**src/rtl/pipe_pkg.sv**
```systemverilog
// Shared pipeline types and constants for the fetch/decode boundary.
package pipe_pkg;

  localparam int unsigned XLEN = 32;

  localparam logic [XLEN-1:0] DEFAULT_RESET_PC = 32'h0000_0000;
  localparam logic [XLEN-1:0] INSTR_NOP        = 32'h0000_0013;

  typedef struct packed {
    logic [XLEN-1:0] pc;
    logic [XLEN-1:0] instr;
    logic [XLEN-1:0] pc_plus4;
  } fetch_entry_t;

endpackage

```
**src/rtl/sync_fifo.sv**
```systemverilog
// Circular-buffer FIFO with synchronous clear; head is combinational and zeroed when empty.
module sync_fifo
  import pipe_pkg::*;
#(
  parameter int unsigned DEPTH = 4,
  parameter type T = fetch_entry_t
) (
  input  logic                         clk,
  input  logic                         rstN,
  input  logic                         clear,
  input  logic                         push,
  input  logic                         pop,
  input  T                             wData,
  output T                             rData,
  output logic                         valid,
  output logic [$clog2(DEPTH+1)-1:0]   count
);

  localparam int unsigned AW = $clog2(DEPTH);
  localparam int unsigned CW = $clog2(DEPTH + 1);

  T              mem [DEPTH];
  logic [AW-1:0] wPtr;
  logic [AW-1:0] rPtr;

  // Pointers wrap naturally because DEPTH is a power of two.
  always_ff @(posedge clk or negedge rstN) begin
    if (!rstN) begin
      wPtr  <= '0;
      rPtr  <= '0;
      count <= '0;
    end else if (clear) begin
      wPtr  <= '0;
      rPtr  <= '0;
      count <= '0;
    end else begin
      if (push) wPtr <= wPtr + AW'(1);
      if (pop)  rPtr <= rPtr + AW'(1);
      if (push && !pop)      count <= count + CW'(1);
      else if (!push && pop) count <= count - CW'(1);
    end
  end

  always_ff @(posedge clk) begin
    if (push && !clear) mem[wPtr] <= wData;
  end

  assign valid = (count != '0);
  assign rData = valid ? mem[rPtr] : '0;

  depthPow2: assert property (@(posedge clk) (DEPTH & (DEPTH - 1)) == 0);
  countBound: assert property (@(posedge clk) disable iff (!rstN) count <= CW'(DEPTH));
  noEmptyPop: assert property (@(posedge clk) disable iff (!rstN) pop |-> valid);

endmodule

```
**src/rtl/fetch_queue.sv**
```systemverilog
// Fetch stage: owns the PC and feeds Decode through a DEPTH-entry instruction queue.
module fetch_queue
  import pipe_pkg::*;
#(
  parameter int unsigned          DEPTH       = 4,
  parameter int unsigned          PC_WIDTH    = 32,
  parameter int unsigned          INSTR_WIDTH = 32,
  parameter logic [PC_WIDTH-1:0]  RESET_PC    = PC_WIDTH'(DEFAULT_RESET_PC)
) (
  input  logic                         clk_i,
  input  logic                         rst_ni,
  output logic [PC_WIDTH-1:0]          imem_addr_o,
  input  logic [INSTR_WIDTH-1:0]       imem_rdata_i,
  input  logic                         redirect_i,
  input  logic [PC_WIDTH-1:0]          redirect_pc_i,
  input  logic                         dec_ready_i,
  output logic                         dec_valid_o,
  output logic [INSTR_WIDTH-1:0]       InstrD_o,
  output logic [PC_WIDTH-1:0]          PCD_o,
  output logic [PC_WIDTH-1:0]          PCPlus4D_o,
  output logic [$clog2(DEPTH+1)-1:0]   count_o
);

  localparam int unsigned CW = $clog2(DEPTH + 1);

  typedef struct packed {
    logic [PC_WIDTH-1:0]    pc;
    logic [INSTR_WIDTH-1:0] instr;
    logic [PC_WIDTH-1:0]    pc_plus4;
  } entry_t;

  logic [PC_WIDTH-1:0] pc;
  logic [PC_WIDTH-1:0] pcPlus4;
  logic                push;
  logic                pop;
  logic                full;
  entry_t              wEntry;
  entry_t              head;

  assign pcPlus4 = pc + PC_WIDTH'(4);
  assign full    = (count_o == CW'(DEPTH));
  assign pop     = dec_valid_o && dec_ready_i;
  // A full queue still accepts a fetch when the head leaves in the same cycle.
  assign push    = !redirect_i && (!full || pop);

  always_ff @(posedge clk_i or negedge rst_ni) begin
    if (!rst_ni) begin
      pc <= RESET_PC;
    end else if (redirect_i) begin
      pc <= redirect_pc_i & ~PC_WIDTH'(3);
    end else if (push) begin
      pc <= pcPlus4;
    end
  end

  assign wEntry = '{pc: pc, instr: imem_rdata_i, pc_plus4: pcPlus4};

  sync_fifo #(
    .DEPTH (DEPTH),
    .T     (entry_t)
  ) fifo (
    .clk   (clk_i),
    .rstN  (rst_ni),
    .clear (redirect_i),
    .push  (push),
    .pop   (pop),
    .wData (wEntry),
    .rData (head),
    .valid (dec_valid_o),
    .count (count_o)
  );

  assign imem_addr_o = pc;
  assign InstrD_o    = head.instr;
  assign PCD_o       = head.pc;
  assign PCPlus4D_o  = head.pc_plus4;

endmodule

```
**config.mk**
```make
export PLATFORM = sky130hd
export DESIGN_NAME = fetch_queue
export DESIGN_NICKNAME = d
export VERILOG_FILES = /design/src/rtl/pipe_pkg.sv /design/src/rtl/sync_fifo.sv /design/src/rtl/fetch_queue.sv
export SDC_FILE = /design/constraint.sdc
export NUM_CORES = 1
export LEC_CHECK = 0
export ABC_CLOCK_PERIOD_IN_PS = 12300
export CORE_ASPECT_RATIO = 0.8
export CORE_MARGIN = 2
export CORE_UTILIZATION = 63
export CTS_BUF_LIST = sky130_fd_sc_hd__clkbuf_4 sky130_fd_sc_hd__clkbuf_8
export DETAILED_ROUTE_END_ITERATION = 16
export PLACE_DENSITY = 0.95
export SYNTH_ARGS = -nofsm -noshare
export SYNTH_HDL_FRONTEND = slang
export SYNTH_HIERARCHICAL = 1
export SYNTH_SLANG_ARGS = --single-unit
```
**constraint.sdc**
```tcl
create_clock -name clk_i -period 12.3 [get_ports clk_i]
set_input_delay 3.69 -clock clk_i [delete_from_list [all_inputs] [get_ports clk_i]]
set_output_delay 3.69 -clock clk_i [all_outputs]
set_load 0.05 [all_outputs]
```
==> qor.yml <==
status: "finished, final reports clean"
r2r-end: "fifo/mem[1][14]$_DFFE_PP_"
slew_violations: 0
clock_sinks: 421
hold_class: "reg2reg"
hold_end: "fifo/wPtr[0]$_DFFE_PN0P_"
synth_area_leaders: "edfxtp_1, mux4_2, dfrtp_1, and2_1, xnor2_1"
syn_area_sq_mm: 0.0174
yosysWarnings: 6
synth_edf_count: 384
grt_pass1_vias: 10291
setup.worst_path.class: "reg2out"
drt-initial-drc-count: 846
ctsResizeCount: 0
overflow: 0
crit_required_ns: 8.61
syn_inst: 954
worstRegToRegCells: 8
layout-drive-gt1-share_pct: 18.5
grt_pass1_wl_microns: 59300
worstPathMaxFanout: 34
routabilityCongestion: 0.878
synth-seq-cells: 421
synth.distinct_cells: 54
drtAntennaViolNets: 0
routed_via_density: 6.16
arrival_ns: 4.36
insertion_delay_ns: 0.62
io_buffers: 195
yosysMostFrequentCell: "edfxtp_1"
hp-start: "fifo/wPtr[0]$_DFFE_PN0P_"
die_w_microns: 190
power_density_mw_per_mm2: 234
htree_num_levels: 2
r2r_setup_slack_ns: 7.48
hold_path_depth: 2
clk_pin_slew_worst_paths_ns: 0.07
yosys.area.top_type: "edfxtp_1"
postSynth.asyncResetShare_pct: 8.79
post_cts_buffers: 0
root_buffer: "clkbuf_8"
timing.rr.start: "fifo/count[2]$_DFFE_PN0P_"
avgSynthCellArea_sq_um: 18.2
die_area_sq_mm: 0.0290
setup_tns_ns: 0
cp_top_family: "buffers and inverters"
seqCellArea_sq_mm: 0.0125
ys_top_cells_by_count: "edfxtp_1, and2_1, mux4_2"
drc: 0
core_area_sq_mm: 0.0272
grt_max_degree: 86
via_count: 9838
cts.path.max_buffers: 3
wirelength_microns: 38200
crit_buf_inv: 3
postCtsHoldBufs: 0
nFillCells: 1447
yosysTopAreaCellShare_pct: 66.3
io_pins: 200
drt_pass1_iterations: 7
ys_seq_area_share_pct: 71.6
report.final.hold_viol_count: 0
multi_input_area_sq_mm: 0.00463
cp_slowest_stage_delay_ns: 0.86
num_rows: 54
fin_util_pct: 76.6
nets: 1253
start_util_pct: 63.9
cts_buffers: 61
cts_tree: "yes"
worst_slew_pin_slew_ns: 1.12
synth_ff_type: "edfxtp_1"
slowest_stage: "dfrtp_4"
drv_cap: 0
finalCriticalPeriod_ns: 8.05
clock.fmax_ghz: 0.124
syn_to_final_growth_pct: 19.9
fin_crit_sh_pct: 65.4
worst_path_most_repeated_cell: "buf_4"
power_leakage_uw: 0.00681
relSlewSlack_pct: 25.4
post_drt_wl_per_cell_microns: 23.9
end_kind: "output port"
ir_drop_v: 0.000181
rsz0062_at_grt: "no"
finalClockSkew_ns: 0.0441
hpwl_microns: 23000
die-height_microns: 153
startpoint_type: "flop"
setup_viol: 0
grtUsageTotal_pct: 27.0
antenna_found_initial: 6
crit_chain: "buf_4 > buf_4 > mux4_2 > and2_1 > clkdlybuf4s50_1"
[cell usage in the layout, fill, tap and decap left out, types with 3 or more instances in the layout]
| cell type | instances |
|---|---|
| a31oi_1 | 16 |
| xor2_1 | 15 |
| and2_1 | 99 |
| conb_1 | 18 |
| inv_1 | 9 |
| nand2_1 | 27 |
| mux4_2 | 96 |
| edfxtp_1 | 384 |
| clkinv_2 | 7 |
| ha_1 | 5 |
| diode_2 | 4 |
| and3_2 | 3 |
| nor2b_1 | 4 |
| o21ai_0 | 15 |
| clkinv_1 | 13 |
| nand3_1 | 20 |
| nand4bb_1 | 3 |
| clkbuf_4 | 25 |
| dfrtp_1 | 35 |
| or4_1 | 9 |
| buf_4 | 10 |
| clkbuf_8 | 65 |
| nor3_1 | 9 |
| nor2_1 | 36 |
| a211o_1 | 3 |
| o41ai_1 | 4 |
| o31ai_1 | 10 |
| clkdlybuf4s50_1 | 194 |
| a211oi_1 | 5 |
| and2_4 | 4 |
| nor4_1 | 4 |
| nand4_1 | 15 |
| xnor2_1 | 25 |
| and4_1 | 6 |
[report_power, final]
part | switching [uW] | internal, uW | leakage [uW] | total, uW
clock network | 517 | 607 | 0.000666 | 1120
logic | 1230 | 714 | 0.00224 | 1950
registers | 116 | 1690 | 0.00391 | 1810
[how the worst max path moves through the flow]
stage	from	to	slack (ns)	cells past startpoint
4_1_cts	fifo/rPtr[0]$_DFFE_PN0P_	PCD_o[12]	4.10	5
6_report	fifo/rPtr[0]$_DFFE_PN0P_	InstrD_o[19]	4.25	5
3_3_place_gp	fifo/rPtr[0]$_DFFE_PN0P_	PCPlus4D_o[12]	4.80	5
3_5_place_dp	fifo/rPtr[0]$_DFFE_PN0P_	InstrD_o[19]	4.75	5
2_1_floorplan	dec_ready_i	fifo/mem[0][0]$_DFFE_PP_	4.88	8
5_1_grt	fifo/rPtr[0]$_DFFE_PN0P_	PCPlus4D_o[12]	3.87	5
[per-layer routing]
metal,track usage (%),routed length [microns],vias up
met5,0,14,-
met3,7.35,3800,62
met2,43.4,18600,550
met1,37.6,15100,4991
li1,-,-,4233
met4,6.79,667,2
[per-stage QoR]
stage	cell area (sq um)	power, uW	hold WS [ns]	setup slack (ns)	cells
final	20900	4880	0.628	4.25	1598
after global placement	19600	3740	0.562	4.80	1480
after detailed placement	19600	3790	0.613	4.75	1480
after floorplan	17500	3180	0.538	4.88	971
after CTS	20900	4900	0.627	4.10	1594
after global routing	20900	5050	0.655	3.87	1594
[cells by family (layout without fill, tap and decap cells)]
family,after synthesis,in the layout,synth area share [%]
simple gates,255,255,8.66
xor+xnor,40,40,2.01
fa+ha+maj,6,6,0.475
flops,421,421,71.6
buf+inv,70,329,2.23
other cells,1,22,0.0216
compound gates,63,63,2.47
mux,98,98,12.5
[cell type report]
class	instances	area share [%]
antenna	4	0.0480
clock buffer	90	5.19
clock inverter	24	0.791
inverter	10	0.180
multi-input combinational	480	22.2
sequential	421	59.7
tap	364	2.18
timing repair buffer	205	9.69
[flip-flops by register name, summed over array words and instances, names as in the netlist]
name	count
fifo/mem	384
imem_addr_o	30
fifo/count	3
fifo/rPtr	2
fifo/wPtr	2
[worst min-delay path, delay by kind of cell (launching register included)]
| family | cells | cell delay [ns] |
|---|---|---|
| AND/OR/NAND/NOR | 1 | 0.08 |
| flip-flops | 1 | 0.42 |
| XOR/XNOR | 1 | 0.09 |
Power figures use the tool's default switching activity.
